===== config.mk =====
export PLATFORM = sky130hd
export DESIGN_NAME = mbist_march_ctrl
export DESIGN_NICKNAME = d
export VERILOG_FILES = /design/src/rtl/mbist_pkg.sv /design/src/rtl/mbist_rd_checker.sv /design/src/rtl/mbist_march_ctrl.sv
export SDC_FILE = /design/constraint.sdc
export NUM_CORES = 1
export LEC_CHECK = 0
export ABC_AREA = 0
export CAP_MARGIN = 20
export CORE_MARGIN = 8
export CORE_UTILIZATION = 30
export DETAILED_ROUTE_END_ITERATION = 8
export MAX_ROUTING_LAYER = met4
export PLACE_DENSITY = 0.59
export SETUP_SLACK_MARGIN = 0.3
export SLEW_MARGIN = 20
export SYNTH_ARGS = -nofsm -noshare
export SYNTH_HDL_FRONTEND = slang
export SYNTH_SLANG_ARGS = --single-unit

===== constraint.sdc =====
create_clock -name clk -period 2.07 [get_ports clk]
set_clock_uncertainty 0.05 [all_clocks]
set_input_delay 0.207 -clock clk [delete_from_list [all_inputs] [get_ports clk]]
set_output_delay 0.207 -clock clk [all_outputs]
set_load 0.05 [all_outputs]

===== src/rtl/mbist_pkg.sv =====
// mbist_pkg
// Shared definitions for the March C- memory BIST controller:
//   - default data/address widths
//   - controller FSM state encoding
//   - March element codes M0..M5 and helpers describing each element
package mbist_pkg;

   localparam int DATA_WIDTH_DEF = 8;
   localparam int ADDR_WIDTH_DEF = 4;

   typedef enum logic [1:0] {
      ST_IDLE  = 2'd0,
      ST_RUN   = 2'd1,
      ST_DRAIN = 2'd2,
      ST_DONE  = 2'd3
   } state_t;

   // March C- elements
   localparam logic [2:0] M0 = 3'd0;  // up   (w B)
   localparam logic [2:0] M1 = 3'd1;  // up   (r B,  w ~B)
   localparam logic [2:0] M2 = 3'd2;  // up   (r ~B, w B)
   localparam logic [2:0] M3 = 3'd3;  // down (r B,  w ~B)
   localparam logic [2:0] M4 = 3'd4;  // down (r ~B, w B)
   localparam logic [2:0] M5 = 3'd5;  // up   (r B)

   // Element walks addresses from N-1 down to 0
   function automatic logic elem_down(input logic [2:0] elem);
      return (elem == M3) || (elem == M4);
   endfunction

   // Element writes the inverted background
   function automatic logic elem_wr_inv(input logic [2:0] elem);
      return (elem == M1) || (elem == M3);
   endfunction

   // Element expects the inverted background on its reads
   function automatic logic elem_rd_inv(input logic [2:0] elem);
      return (elem == M2) || (elem == M4);
   endfunction

endpackage


===== src/rtl/mbist_rd_checker.sv =====
// mbist_rd_checker
// Delays expected data / address / element of each issued read by two
// cycles to line up with the memory's read latency, compares against
// mem_rdata, and keeps the sticky fail flag, a saturating mismatch count
// and a capture of the first mismatch.
// Ports:
//   clk, rst_n      clock, asynchronous active-low reset
//   clear           clears fail status (new test launched)
//   rd_valid        a read is presented this cycle
//   rd_exp          expected data for that read
//   rd_addr         address of that read
//   rd_elem         March element of that read
//   rdata           memory read data (2 cycles after the read)
//   fail            sticky mismatch flag
//   fail_count      mismatch count, saturating at 255
//   fail_addr       address of first mismatch
//   fail_element    element of first mismatch
//   fail_rdata      data read at first mismatch
module mbist_rd_checker
   import mbist_pkg::*;
#(
   parameter int DATA_WIDTH = DATA_WIDTH_DEF,
   parameter int ADDR_WIDTH = ADDR_WIDTH_DEF
) (
   input  logic                  clk,
   input  logic                  rst_n,
   input  logic                  clear,
   input  logic                  rd_valid,
   input  logic [DATA_WIDTH-1:0] rd_exp,
   input  logic [ADDR_WIDTH-1:0] rd_addr,
   input  logic [2:0]            rd_elem,
   input  logic [DATA_WIDTH-1:0] rdata,
   output logic                  fail,
   output logic [7:0]            fail_count,
   output logic [ADDR_WIDTH-1:0] fail_addr,
   output logic [2:0]            fail_element,
   output logic [DATA_WIDTH-1:0] fail_rdata
);

   logic                  valid_s1_reg, valid_s2_reg;
   logic [DATA_WIDTH-1:0] exp_s1_reg, exp_s2_reg;
   logic [ADDR_WIDTH-1:0] addr_s1_reg, addr_s2_reg;
   logic [2:0]            elem_s1_reg, elem_s2_reg;
   logic                  mismatch;

   assign mismatch = valid_s2_reg && (rdata != exp_s2_reg);

   always_ff @(posedge clk or negedge rst_n) begin
      if (!rst_n) begin
         valid_s1_reg <= 1'b0;
         valid_s2_reg <= 1'b0;
         exp_s1_reg   <= '0;
         exp_s2_reg   <= '0;
         addr_s1_reg  <= '0;
         addr_s2_reg  <= '0;
         elem_s1_reg  <= '0;
         elem_s2_reg  <= '0;
         fail         <= 1'b0;
         fail_count   <= '0;
         fail_addr    <= '0;
         fail_element <= '0;
         fail_rdata   <= '0;
      end else begin
         valid_s1_reg <= rd_valid;
         valid_s2_reg <= valid_s1_reg;
         exp_s1_reg   <= rd_exp;
         exp_s2_reg   <= exp_s1_reg;
         addr_s1_reg  <= rd_addr;
         addr_s2_reg  <= addr_s1_reg;
         elem_s1_reg  <= rd_elem;
         elem_s2_reg  <= elem_s1_reg;
         if (clear) begin
            fail         <= 1'b0;
            fail_count   <= '0;
            fail_addr    <= '0;
            fail_element <= '0;
            fail_rdata   <= '0;
         end else if (mismatch) begin
            fail <= 1'b1;
            if (fail_count != 8'hFF) begin
               fail_count <= fail_count + 8'd1;
            end
            // fail is still low only for the first mismatch of the test
            if (!fail) begin
               fail_addr    <= addr_s2_reg;
               fail_element <= elem_s2_reg;
               fail_rdata   <= rdata;
            end
         end
      end
   end

endmodule


===== src/rtl/mbist_march_ctrl.sv =====
// mbist_march_ctrl
// March C- BIST sequencer for a single-port memory with a one-cycle
// registered wdata path and two-cycle read latency.
// Ports:
//   clk, rst_n      clock, asynchronous active-low reset
//   start           begin a test (IDLE/DONE only)
//   bg_pattern      data background, sampled with start
//   mem_write_read  1 = write, 0 = read
//   mem_address     memory address
//   mem_wdata       write data, one cycle ahead of the write
//   mem_rdata       memory read data
//   busy            test in progress (RUN, DRAIN)
//   done            test complete
//   fail, fail_count, fail_addr, fail_element, fail_rdata  result status
// A start edge first loads the background and clears status (launch
// cycle), so mem_wdata already shows the new background for the memory's
// wdata register before the first M0 write.
module mbist_march_ctrl
   import mbist_pkg::*;
#(
   parameter int DATA_WIDTH = DATA_WIDTH_DEF,
   parameter int ADDR_WIDTH = ADDR_WIDTH_DEF
) (
   input  logic                  clk,
   input  logic                  rst_n,
   input  logic                  start,
   input  logic [DATA_WIDTH-1:0] bg_pattern,
   output logic                  mem_write_read,
   output logic [ADDR_WIDTH-1:0] mem_address,
   output logic [DATA_WIDTH-1:0] mem_wdata,
   input  logic [DATA_WIDTH-1:0] mem_rdata,
   output logic                  busy,
   output logic                  done,
   output logic                  fail,
   output logic [7:0]            fail_count,
   output logic [ADDR_WIDTH-1:0] fail_addr,
   output logic [2:0]            fail_element,
   output logic [DATA_WIDTH-1:0] fail_rdata
);

   localparam logic [ADDR_WIDTH-1:0] ADDR_LAST = {ADDR_WIDTH{1'b1}};

   state_t                state_reg, state_next;
   logic [2:0]            elem_reg, elem_next, elem_inc;
   logic [ADDR_WIDTH-1:0] addr_reg, addr_next;
   logic                  phase_reg, phase_next;   // 0 = read, 1 = write (M1..M4)
   logic                  drain_reg, drain_next;
   logic                  launch_reg, launch_next;
   logic [DATA_WIDTH-1:0] bg_reg, bg_next;
   logic                  clear;
   logic                  last_addr;
   logic                  addr_done;
   logic                  rd_valid;
   logic [DATA_WIDTH-1:0] rd_exp;

   assign elem_inc  = elem_reg + 3'd1;
   assign last_addr = elem_down(elem_reg) ? (addr_reg == '0) : (addr_reg == ADDR_LAST);
   // Last operation at the current address: single-op elements always,
   // read/write elements on their write phase
   assign addr_done = (elem_reg == M0) || (elem_reg == M5) || phase_reg;

   always_comb begin
      state_next  = state_reg;
      elem_next   = elem_reg;
      addr_next   = addr_reg;
      phase_next  = phase_reg;
      drain_next  = drain_reg;
      launch_next = launch_reg;
      bg_next     = bg_reg;
      clear       = 1'b0;
      case (state_reg)
         ST_IDLE, ST_DONE: begin
            if (launch_reg) begin
               state_next  = ST_RUN;
               launch_next = 1'b0;
               elem_next   = M0;
               addr_next   = '0;
               phase_next  = 1'b0;
            end else if (start) begin
               launch_next = 1'b1;
               bg_next     = bg_pattern;
               clear       = 1'b1;
            end
         end
         ST_RUN: begin
            if (addr_done) begin
               phase_next = 1'b0;
               if (last_addr) begin
                  if (elem_reg == M5) begin
                     state_next = ST_DRAIN;
                     drain_next = 1'b0;
                  end else begin
                     elem_next = elem_inc;
                     addr_next = elem_down(elem_inc) ? ADDR_LAST : '0;
                  end
               end else if (elem_down(elem_reg)) begin
                  addr_next = addr_reg - 1'b1;
               end else begin
                  addr_next = addr_reg + 1'b1;
               end
            end else begin
               phase_next = 1'b1;
            end
         end
         ST_DRAIN: begin
            // two cycles to let the last reads reach the checker
            if (drain_reg) begin
               state_next = ST_DONE;
            end else begin
               drain_next = 1'b1;
            end
         end
         default: state_next = ST_IDLE;
      endcase
   end

   always_ff @(posedge clk or negedge rst_n) begin
      if (!rst_n) begin
         state_reg  <= ST_IDLE;
         elem_reg   <= M0;
         addr_reg   <= '0;
         phase_reg  <= 1'b0;
         drain_reg  <= 1'b0;
         launch_reg <= 1'b0;
         bg_reg     <= '0;
      end else begin
         state_reg  <= state_next;
         elem_reg   <= elem_next;
         addr_reg   <= addr_next;
         phase_reg  <= phase_next;
         drain_reg  <= drain_next;
         launch_reg <= launch_next;
         bg_reg     <= bg_next;
      end
   end

   assign busy           = (state_reg == ST_RUN) || (state_reg == ST_DRAIN);
   assign done           = (state_reg == ST_DONE) && !launch_reg;
   assign mem_write_read = (state_reg == ST_RUN) && ((elem_reg == M0) || phase_reg);
   assign mem_address    = addr_reg;
   // Write value of the element in progress; the memory registers it and
   // uses it for the next write. Outside RUN this is the plain background.
   assign mem_wdata      = ((state_reg == ST_RUN) && elem_wr_inv(elem_reg)) ? ~bg_reg : bg_reg;

   assign rd_valid = (state_reg == ST_RUN) && (elem_reg != M0) && !phase_reg;
   assign rd_exp   = elem_rd_inv(elem_reg) ? ~bg_reg : bg_reg;

   mbist_rd_checker #(
      .DATA_WIDTH (DATA_WIDTH),
      .ADDR_WIDTH (ADDR_WIDTH)
   ) u_rd_checker (
      .clk          (clk),
      .rst_n        (rst_n),
      .clear        (clear),
      .rd_valid     (rd_valid),
      .rd_exp       (rd_exp),
      .rd_addr      (addr_reg),
      .rd_elem      (elem_reg),
      .rdata        (mem_rdata),
      .fail         (fail),
      .fail_count   (fail_count),
      .fail_addr    (fail_addr),
      .fail_element (fail_element),
      .fail_rdata   (fail_rdata)
   );

endmodule


* Word level (Yosys, flattened, before mapping)
Cells that the tools add are included.
Cells by class: add/subtract/negate cells 4, $mul 0, div/mod/pow operators 0, magnitude comparators 0, equality and inequality tests 21, shifts and indexed selects 0, mux-type cells 45, bitwise gates (word level) 2, reductions and logical operators 33
Operators with widths (number):
- 8-bit two-way mux | 8
- 4-bit two-way mux | 9
- 3-bit two-way mux | 7
- 2-bit inequality test, second input constant | 7
- 1-bit two-way mux | 11
- 2-bit two-way mux | 5
- 5-bit AND reduction | 2
- 3-bit by 2-bit == test with 1-bit output, second input constant | 3
- 3-bit == test, second input constant | 3
- 8-bit by 1-bit adder with 8-bit output, second input constant | 1
- 1-bit logical OR | 8
- 8-bit inequality test | 1
- 8-bit inequality test, second input constant | 1
- 8-bit NOT | 1
- 4-bit case mux with 2 select lines | 1
- 4-bit AND reduction | 2
- 2-bit nonzero test | 4
- 1-bit logical AND | 6
- 2-bit case mux with 3 select lines | 1
- 3-bit case mux with 2 select lines | 1
- 2-bit AND reduction | 3
- 4-bit by 1-bit adder with 4-bit output, second input constant | 1
- 2-bit == test, second input constant | 2
- 4-bit == test, second input constant | 1
- 14 further kinds | 16
Word-level totals: register bits 76, bits in latches 0, bits in writable memories 0, ROM bits 0, input bits 19, output and inout port bits 39, logic and storage cells 125, memories kept 0

* Depth between registers and ports, before layout
Gate-level depths: netlist of run 1.
depth in word-level cells 8, depth in mapped cells 10, mapped depth without buffers 10

* Cells and area by module
Synthesis of run 1 repeated with hierarchy kept, for this count alone.
Unflattened totals: cell total of the unflattened synthesis 274, area, all modules 3443.3 sq um
Modules (own cells, without submodules):
- mbist_rd_checker | instances 1, cells each 141, area each 2029.4 sq um, sequential area each 1401.3 sq um
- mbist_march_ctrl | instances 1, cells each 133, area each 1413.9 sq um, sequential area each 500.5 sq um

* Worst setup path before layout of run 1
OpenSTA, ideal clock, no wires.
path type register to output, start reg state_reg[1], end out mem_wdata[0], data arrival time 2006 ps, data required time 1813 ps, slack -193 ps, cell stages (with the launch flop) 6, path buffers 1, path through dfrtp_1 inv_1 ha_1 buf_1 o21ai_2 xnor2_1
On the way: cells in the longest elaborated chain, start to end 3
RTL lines:
- start: declaration | RTL line mbist_march_ctrl.sv:43 | state_t state_reg, state_next;
- start signal: assignment | RTL line mbist_march_ctrl.sv:127 | state_reg <= state_next;
- 2-bit by 1-bit == test with 1-bit output | RTL line mbist_march_ctrl.sv:143 | assign mem_wdata = ((state_reg == ST_RUN) && elem_wr_inv(elem_reg)) ? ~bg_reg : bg_reg;
- 1-bit logical AND | RTL line mbist_march_ctrl.sv:143
- 8-bit two-way mux | RTL line mbist_march_ctrl.sv:143
- end: declaration | RTL line mbist_march_ctrl.sv:30 | output logic [DATA_WIDTH-1:0] mem_wdata,
No other way between the ends.

* Worst setup path in the final report of run 1
start reg elem_reg[1], end out mem_wdata[1]
On the way: cells in the longest elaborated chain, start to end 4, elaborated cells between the ends (all ways) 5, classes of those cells 2 x eq/ne; 1 x mux; 2 x reduce/logical
RTL lines:
- start: declaration | RTL line mbist_march_ctrl.sv:44 | logic [2:0] elem_reg, elem_next, elem_inc;
- start signal: assignment | RTL line mbist_march_ctrl.sv:128 | elem_reg <= elem_next;
- 3-bit by 1-bit == test with 1-bit output / 3-bit by 2-bit == test with 1-bit output (equally long branches) | RTL line mbist_pkg.sv:33 | return (elem == M1) || (elem == M3);
- 1-bit logical OR (*) | RTL line mbist_pkg.sv:33
- 1-bit logical AND (*) | RTL line mbist_march_ctrl.sv:143
- 8-bit two-way mux (*) | RTL line mbist_march_ctrl.sv:143
Mark *: on every way between the ends. The rest lies on a longest branch, timed or not.

==> flow_summary.yaml, run 1 <==
finish:
  multiInputGateArea_mm2: 0.001868
  nFillCells: 965
  fraction_of_final_layout_cells_sized_beyond_drive_strength_1: 0.3976
  regArea_mm2: 0.001912
  final_cells: 560
  insertedDiodeCount: 0
  fin_nets: 447
  area_growth_pct: 60.60
drt:
  drt-vias-per-instance: 4.757
  routed_wirelength_um: 8837
  detailroute.via_count: 2664
  drc_errors: 0
  first_iter_violations: 330
  route.antenna.remaining_nets: 0
  routed_wire_length_per_instance_um: 15.78
  drt_first_pass_iters: 4
synth:
  synthesis.instances: 306
  syn_area_mm2: 0.003353
  yosys_warnings: 0
  synth-async-reset-ratio: 1.000
  synth.yosys.seq_area_share: 0.5672
  post_synth_num_cell_types: 45
  synth.avg_cell_area_um2: 10.96
  postSynthRegisterBits: 76
  synth_enable_flop_cells: 0
  syn-num-nets: 338
  synth_top_flop_cell: "dfrtp_1"
die:
  die_h_um: 121.7
  horiz_die_dim_um: 121.7
  die_area_mm2: 0.01482
  initial_core_util: 0.3080
  core_mm2: 0.01089
  placementRows: 38
  ios: 58
clocking:
  cts_htree_levels: 3
  clkSinkCount: 76
  cts-buffers-inserted: 9
  worstSkewPairLatency_ns: 0.35
  clkTransAtPathRegs_ns: 0.08
  tritoncts: "done"
  clockRootBuffer: "clkbuf_8"
  cts_buffer_depth: 2
run:
  max_cap_violations: 0
critical_path:
  worstSetupStartpointType: "register"
  critical_path.n_buffers_inverters: 4
  setup.worst_path.class: "register to primary output"
  critical_path_cell_by_cell: "inv_2 > buf_6 > ha_4 > nor2b_4 > o21ai_4 > buf_12 > xnor2_4 > buf_12"
  critical_path_required_ns: 1.81
  crit_slowest_cell: "dfrtp_1"
  end_kind: "primary output"
  r2r-end: "mem_address[3]$_DFFE_PN0P_"
  cp_data_arrival_time_ns: 1.92
  regToRegStartpoint: "elem_reg[1]$_DFFE_PN0P_"
  timing.critical_path.max_delay_family: "buffers and inverters"
  timing.reg2reg.worst_path_depth: 11
  cp_common_cell: "buf_12"
  rrSetupSlack_ns: -0.08
  crit_path_max_incr_delay_ns: 0.43
  timing.critical_path.fanout_max: 6
grt:
  pin_count_of_the_biggest_net_entering_global_routing: 41
  antenna_violations_before_repair: 0
  grt_pass1_vias: 2737
  grt_pass1_wl_um: 13970
  grt_remaining_overflow: 0
  groute.usage.overall: 0.1217
pwr:
  worst_ir_drop_vdd_v: 0.001037
  power.static_leakage_nw: 2.489
  pwrdens_mw_per_mm2: 1129
hold_path:
  min_delay_path_depth: 0
  hold_start: "u_rd_checker.exp_s1_reg[5]$_DFF_PN0_"
  timing.hold.worst_endpoint: "u_rd_checker.exp_s2_reg[5]$_DFF_PN0_"
  min_path_type: "register to register"
timing:
  finalHoldViolCount: 0
  period_share: 1.050
  fin_ws_ns: -0.1027
  final-max-slew-violation-count: 0
  max_slew_margin: 0.6572
  timing_worst_slew_pin_value_ns: 0.5162
  maxClockFrequency_mhz: 460.3
  grt_setup_unrepaired: "yes"
  setup-violations-final: 15
  min_period_ns: 2.173
placement:
  placed_cells: 512
  dpl_wire_length_um: 5584
  numPortBuffers: 57
  place_worst_setup_slack_ns: -0.1262
  gp_routability_congestion: 0.7790
outcome:
  violations: "setup timing"
  status: "finished, violations left"
[timing repair]
action | in CTS | in global routing
pin swaps | 21 | 25
gates cloned | 1 | 3
hold buffers | 1 | 0
gates resized for setup | 67 | 59
endpoints found under the setup margin | 62 | 54
hold endpoints to repair | 35 | 0
buffers inserted | 22 | 5
[cells by family after synthesis]
logic type,share of synthesized area
compound gates,0.1075
xor+xnor,0.07052
fa+ha+maj,0.05075
buf+inv,0.03694
flops,0.5672
mux,0.03209
simple gates,0.1351
[placed cells by master (no fill, tap or decap), drive strengths merged, types with 2 or more instances in the layout]
master,Yosys,routed
nand2,49,49
nor2b,2,2
clkinvlp,0,3
mux2i,8,8
nor4,3,3
buf,5,61
xnor2,18,18
or3,5,5
bufinv,0,2
and4,3,3
ha,12,12
a21oi,12,12
o22ai,3,3
a211o,1,2
clkbuf,7,12
dfrtp,76,76
a21o,3,3
dlygate4sd2,0,26
a41oi,2,2
dlymetal6s2s,0,2
a211oi,3,3
nand3,21,21
o21ai,29,29
xor2,9,9
nor2,4,4
clkdlybuf4s50,0,17
inv,16,16
and3,2,2
[final cells by class]
class	instances	share of cell area
clock buffer	10	0.02370
clock inverter	6	0.01650
inverter	16	0.01185
multi-input combinational	203	0.3469
sequential	76	0.3550
tap	140	0.03253
timing repair buffer	109	0.2135
[per-layer routing]
layer | wire [um] | GRT usage | vias to the layer above
met2 | 4320 | 0.1838 | 72
li1 | - | - | 1266
met5 | 0 | - | -
met1 | 3876 | 0.1497 | 1314
met3 | 491 | 0.03378 | 12
met4 | 149 | 0.05320 | 0
[worst reg2reg max path, stage by stage (launching register included)]
cell	delay (ns)
dfrtp_1	0.43
inv_2	0.06
buf_4	0.14
ha_4	0.16
mux2i_4	0.19
inv_2	0.08
ha_4	0.21
a21o_1	0.16
a21oi_2	0.16
xnor2_2	0.15
o22a_1	0.17
o22ai_2	0.07
[report_power, final]
part	total (mW)	internal, mW	switching, mW
combinational	2.74	1.29	1.46
sequential	2.10	1.79	0.311
clock	1.24	0.681	0.554
[worst max-delay path by stage]
stage | from | to | slack, ns | cells past startpoint
CTS | elem_reg[0]$_DFFE_PN0P_ | mem_wdata[1] | -0.11 | 7
floorplan | elem_reg[0]$_DFFE_PN0P_ | mem_address[3]$_DFFE_PN0P_ | 0.05 | 10
global placement | mem_rdata[7] | u_rd_checker.fail_count[4]$_DFFE_PN0P_ | -0.06 | 7
finish | elem_reg[1]$_DFFE_PN0P_ | mem_wdata[1] | -0.10 | 8
detailed placement | mem_rdata[3] | u_rd_checker.fail_count[4]$_DFFE_PN0P_ | -0.13 | 7
global route | elem_reg[1]$_DFFE_PN0P_ | elem_reg[0]$_DFFE_PN0P_ | -0.17 | 10
[metrics by stage]
step / cell area (um2) / hold slack [ns] / util / TNS [ns] / power (mW)
finish: 5385 / 0.2981 / 0.4946 / -0.9538 / 6.080
global route: 5385 / 0.3024 / 0.4946 / -2.150 / 6.379
CTS: 5066 / 0.2974 / 0.4653 / -0.8242 / 5.931
detailed placement: 4447 / 0.1529 / 0.4084 / -0.7194 / 4.422
global placement: 4447 / 0.1468 / 0.4084 / -0.2244 / 4.379
floorplan: 3492 / -0.1386 / - / 0 / 3.424
[synthesized netlist by cell type, types with 2 or more instances]
| cell type | instances | share of area |
|---|---|---|
| a211oi_1 | 2 | 0.0045 |
| a21o_1 | 2 | 0.0045 |
| a21oi_1 | 12 | 0.018 |
| a41oi_1 | 2 | 0.0052 |
| and3_1 | 2 | 0.0037 |
| and4_4 | 2 | 0.0067 |
| buf_1 | 2 | 0.0022 |
| buf_6 | 2 | 0.0067 |
| clkbuf_1 | 7 | 0.0078 |
| dfrtp_1 | 76 | 0.57 |
| ha_1 | 12 | 0.045 |
| inv_1 | 16 | 0.018 |
| mux2i_1 | 6 | 0.018 |
| nand2_1 | 49 | 0.055 |
| nand3_1 | 21 | 0.031 |
| nor2_1 | 4 | 0.0045 |
| nor2b_1 | 2 | 0.0037 |
| nor4_1 | 3 | 0.0056 |
| o21ai_0 | 18 | 0.027 |
| o21ai_1 | 10 | 0.015 |
| o22ai_1 | 3 | 0.0056 |
| or3_1 | 5 | 0.0093 |
| xnor2_1 | 18 | 0.047 |
| xor2_1 | 9 | 0.024 |
(Power assumes the default switching activity.)
==> inputs of run 2 (changes only) <==
CORE_ASPECT_RATIO = 1.4   (was unset)
==> run 2 against run 1 <==
Net effect: clock-buffer cell count up 1; the run still ends with setup timing left; highest routed layer unchanged; setup slack worse by 0.0092 ns; sequential power about the same; critical path type unchanged; utilization up 0.38 points; global-route usage down 0.19 points; combinational power up 2%; worst hold slack worse by 0.14 ns; first-iteration DRC count down 75%; fmax down 0.42%; wire length down 1.8%; critical path depth down 1; critical endpoint unchanged.
==> flow_summary.yaml, run 2 (synthesis results as in run 1) <==
outcome:
  status: "finished, violations left"
  violations: "setup timing"
timing:
  min_period_ns: 2.182
  setup-violations-final: 9
  maxClockFrequency_mhz: 458.3
  finalHoldViolCount: 0
  fin_ws_ns: -0.1119
  period_share: 1.054
  final-max-slew-violation-count: 0
  grt_setup_unrepaired: "yes"
  fin_tns_setup_ns: -0.8473
  max_slew_margin: 0.6588
  timing_worst_slew_pin_value_ns: 0.5109
drt:
  routed_wirelength_um: 8680
  drt_first_pass_iters: 6
  drt-vias-per-instance: 4.661
  first_iter_violations: 83
  detailroute.via_count: 2601
  drc_errors: 0
  route.antenna.remaining_nets: 0
  routed_wire_length_per_instance_um: 15.56
finish:
  insertedDiodeCount: 0
  most-common-layout-cells: "dfrtp_1 (67), nand2_1 (48), buf_4 (35), nand3_1 (21), clkdlybuf4s50_1 (16)"
  final_common_cell: "dfrtp_1"
  fin_nets: 444
  nFillCells: 920
  area_growth_pct: 61.53
  fraction_of_final_layout_cells_sized_beyond_drive_strength_1: 0.3429
  final_design_area_no_fill_mm2: 0.005416
  multiInputGateArea_mm2: 0.001775
  regArea_mm2: 0.001913
grt:
  pin_count_of_the_biggest_net_entering_global_routing: 55
  grt_remaining_overflow: 0
  grt_pass1_vias: 2748
  groute.usage.overall: 0.1198
  grt_pass1_wl_um: 13900
  antenna_violations_before_repair: 0
pwr:
  worst_ir_drop_vdd_v: 0.0008646
  power.static_leakage_nw: 2.676
  pwrdens_mw_per_mm2: 1228
  total_power_mw: 6.650
clocking:
  tritoncts: "done"
  cts_htree_levels: 3
  cts_buffer_depth: 2
  worstSkewPairLatency_ns: 0.33
  clkTransAtPathRegs_ns: 0.06
  cts-buffers-inserted: 9
  clkSinkCount: 76
  clockRootBuffer: "clkbuf_16"
critical_path:
  setup.worst_path.class: "register to primary output"
  worstSetupStartpointType: "register"
  end_kind: "primary output"
  critical_path_required_ns: 1.81
  timing.critical_path.fanout_max: 5
  cp_data_arrival_time_ns: 1.92
run:
  max_cap_violations: 0
placement:
  dpl_wire_length_um: 5434
  numPortBuffers: 57
  gp_routability_congestion: 0.8380
  dpl-instance-area_mm2: 0.004481
die:
  die_h_um: 141.1
  placementRows: 45
  core_mm2: 0.01087
  ios: 58
  horiz_die_dim_um: 105.4
  initial_core_util: 0.3086
  die_area_mm2: 0.01486
hold_path:
  min_path_type: "input pin to register"
run 2: routing by layer:
| layer | track usage | part of all wire | up-vias |
|---|---|---|---|
| met1 | 0.1338 | 0.41 | 1282 |
| met4 | 0.05354 | 0.014 | 0 |
| met2 | 0.1924 | 0.53 | 55 |
| met3 | 0.03741 | 0.041 | 7 |
| met5 | - | 0 | - |
| li1 | - | - | 1257 |
run 2: where the power goes:
group / switching [mW] / internal [mW]
Clock: 0.585 / 1.17
Combinational: 1.46 / 1.34
Sequential: 0.299 / 1.79
run 2: critical path: stages (launching register included):
cell     delay [ns]
dfrtp_2        0.45
ha_4           0.18
buf_6          0.11
ha_4           0.16
o21ai_4        0.21
buf_12         0.19
xnor2_4        0.14
buf_12         0.16
run 2: area by class of cell:
cell class / instances / share of cell area
multi-input cells: 203 / 0.3278
clock buffers: 11 / 0.04297
clock inverters: 5 / 0.01848
well taps: 141 / 0.03257
inverters: 16 / 0.01224
flip-flops and latches: 76 / 0.3532
repair buffers: 106 / 0.2128
run 2: stage by stage:
| stage | setup WS [ns] | hold slack, ns | utilization | cells |
|---|---|---|---|---|
| 2_1_floorplan | 0.04662 | -0.1386 | - | 306 |
| 3_3_place_gp | -0.06444 | 0.08375 | 0.4123 | 514 |
| 3_5_place_dp | -0.1298 | 0.08791 | 0.4123 | 514 |
| 4_1_cts | -0.1260 | 0.2740 | 0.4748 | 548 |
| 5_1_grt | -0.1880 | 0.1617 | 0.4984 | 558 |
| 6_report | -0.1119 | 0.1555 | 0.4984 | 558 |
run 2: path summary, 6_finish.rpt:
check	startpoint	end	slack, ns	cells past startpoint
min	mem_rdata[3]	u_rd_checker.fail_rdata[3]$_DFFE_PN0P_	0.16	3
min reg2reg	u_rd_checker.exp_s1_reg[1]$_DFF_PN0_	u_rd_checker.exp_s2_reg[1]$_DFF_PN0_	0.29	0
max	elem_reg[0]$_DFFE_PN0P_	mem_wdata[1]	-0.11	7
min in group asynchronous	rst_n	mem_address[3]$_DFFE_PN0P_	0.27	2
max reg2reg	elem_reg[0]$_DFFE_PN0P_	mem_address[3]$_DFFE_PN0P_	-0.06	11
max in group asynchronous	rst_n	u_rd_checker.exp_s1_reg[6]$_DFF_PN0_	1.11	3
run 2: timing repair:
item                                   CTS  global route
setup endpoints to repair               49            62
setup buffers                           16            10
cloned                                   1             0
pin swaps                               15            23
hold buffers                             1             0
endpoints found under the hold margin   22             0
gates resized for setup                 55            47
==> inputs of run 3 (changes only) <==
GPL_TIMING_DRIVEN = 0   (was unset)
==> run 3 against run 2 <==
Net effect: the flow still finishes with violations (setup timing); fmax grew 4.6%; final cell count shrank 0.72%; global-route usage shrank 0.28 points.
==> flow_summary.yaml, run 3 (synthesis results as in run 1) <==
critical_path:
  setup.worst_path.class: "register to primary output"
  cp_data_arrival_time_ns: 1.83
  rrSetupSlack_ns: 0.02
  critical_path_required_ns: 1.81
  end_kind: "primary output"
  timing.critical_path.fanout_max: 8
  timing.reg2reg.worst_path_depth: 10
  worstSetupStartpointType: "register"
timing:
  fin_ws_ns: -0.01588
  holdWs_ns: 0.1395
  period_share: 1.008
  maxClockFrequency_mhz: 479.4
  timing_worst_slew_pin_value_ns: 0.5268
  final-max-slew-violation-count: 0
  finalHoldViolCount: 0
  min_period_ns: 2.086
  grt_setup_unrepaired: "yes"
  fin_tns_setup_ns: -0.08113
  setup-violations-final: 8
  max_slew_margin: 0.6502
placement:
  numPortBuffers: 57
  dpl_wire_length_um: 5608
  placed_cells: 505
  gp_routability_congestion: 0.7847
  dpl-instance-area_mm2: 0.004257
  place_worst_setup_slack_ns: -0.7200
finish:
  most-common-layout-cells: "dfrtp_1 (68), nand2_1 (48), buf_4 (25), nand3_1 (21), buf_6 (18)"
  final_common_cell: "dfrtp_1"
  area_growth_pct: 57.20
  insertedDiodeCount: 0
  final_cells: 554
  fraction_of_final_layout_cells_sized_beyond_drive_strength_1: 0.3366
  final_design_area_no_fill_mm2: 0.005271
  fin_nets: 440
  final_core_util: 0.4851
grt:
  groute.usage.overall: 0.1170
  pin_count_of_the_biggest_net_entering_global_routing: 43
  grt_pass1_vias: 2667
  grt_remaining_overflow: 0
  grt_pass1_wl_um: 13420
  antenna_violations_before_repair: 0
die:
  ios: 58
  die_h_um: 141.1
  horiz_die_dim_um: 105.4
  die_area_mm2: 0.01486
  core_mm2: 0.01087
  initial_core_util: 0.3086
  placementRows: 45
clocking:
  clockRootBuffer: "clkbuf_16"
  cts_buffer_depth: 2
  cts_htree_levels: 3
  clkSinkCount: 76
  clkTransAtPathRegs_ns: 0.06
  worstSkewPairLatency_ns: 0.33
  tritoncts: "done"
  cts-buffers-inserted: 9
pwr:
  total_power_mw: 6.310
  power.static_leakage_nw: 2.605
  pwrdens_mw_per_mm2: 1197
  worst_ir_drop_vdd_v: 0.0007230
drt:
  drt-vias-per-instance: 4.673
  route.antenna.remaining_nets: 0
  drt_first_pass_iters: 4
  routed_wire_length_per_instance_um: 14.92
  routed_wirelength_um: 8268
  first_iter_violations: 105
  detailroute.via_count: 2589
  drc_errors: 0
outcome:
  violations: "setup timing"
  status: "finished, violations left"
hold_path:
  min_delay_path_depth: 3
  min_path_type: "input pin to register"
run:
  max_cap_violations: 0
[run 3: cell count changes in the layout (fill, tap and decap cells not counted), moves of 3 or more]
cell / change
buf_6: +8
ha_4: +3
buf_4: -10
xnor2_4: -4
xnor2_2: +4
buf_12: -12
clkbuf_2: +5
[run 3: worst paths after layout]
path | from | to
max reg2reg | elem_reg[0]$_DFFE_PN0P_ | mem_address[3]$_DFFE_PN0P_
min in group asynchronous | rst_n | mem_address[3]$_DFFE_PN0P_
max in group asynchronous | rst_n | u_rd_checker.fail_count[5]$_DFFE_PN0P_
min reg2reg | u_rd_checker.exp_s1_reg[1]$_DFF_PN0_ | u_rd_checker.exp_s2_reg[1]$_DFF_PN0_
min | mem_rdata[3] | u_rd_checker.fail_rdata[3]$_DFFE_PN0P_
max | elem_reg[0]$_DFFE_PN0P_ | mem_wdata[6]
[run 3: what timing repair did]
action	in CTS	in global routing
setup buffers	26	4
pin swaps	23	21
gates cloned	1	1
hold buffers	1	0
endpoints found under the setup margin	69	64
gates resized for setup	135	45
endpoints found under the hold margin	34	0
[run 3: critical path, stage by stage, from the launching register on]
cell,delay [ns]
dfrtp_2,0.47
ha_4,0.21
ha_4,0.16
o21ai_4,0.13
buf_12,0.19
xnor2_2,0.13
buf_6,0.18
[run 3: area by class of cell]
cell class              count  area (um2)
inverters                  16       66.31
flip-flops and latches     76        1912
clock buffers              12       256.5
repair buffers             91       913.4
plain buffers              12       100.1
multi-input cells         202        1752
fillers                   977        5595
clock inverters             4       95.09
well taps                 141       176.4
[run 3: power by group]
group	total, mW	internal, mW	switching [mW]	leakage [nW]
combinational	2.42	1.03	1.39	1.43
clock	1.83	1.24	0.586	0.173
sequential	2.06	1.79	0.269	1.00
total	6.31	4.06	2.25	2.60
[run 3: layer usage]
metal / GRT usage / wire [um] / vias up
met5: - / 0 / -
met4: 0.05204 / 131 / 0
met3: 0.03285 / 320 / 10
met2: 0.1941 / 4347 / 53
met1: 0.1279 / 3469 / 1278
li1: - / - / 1248
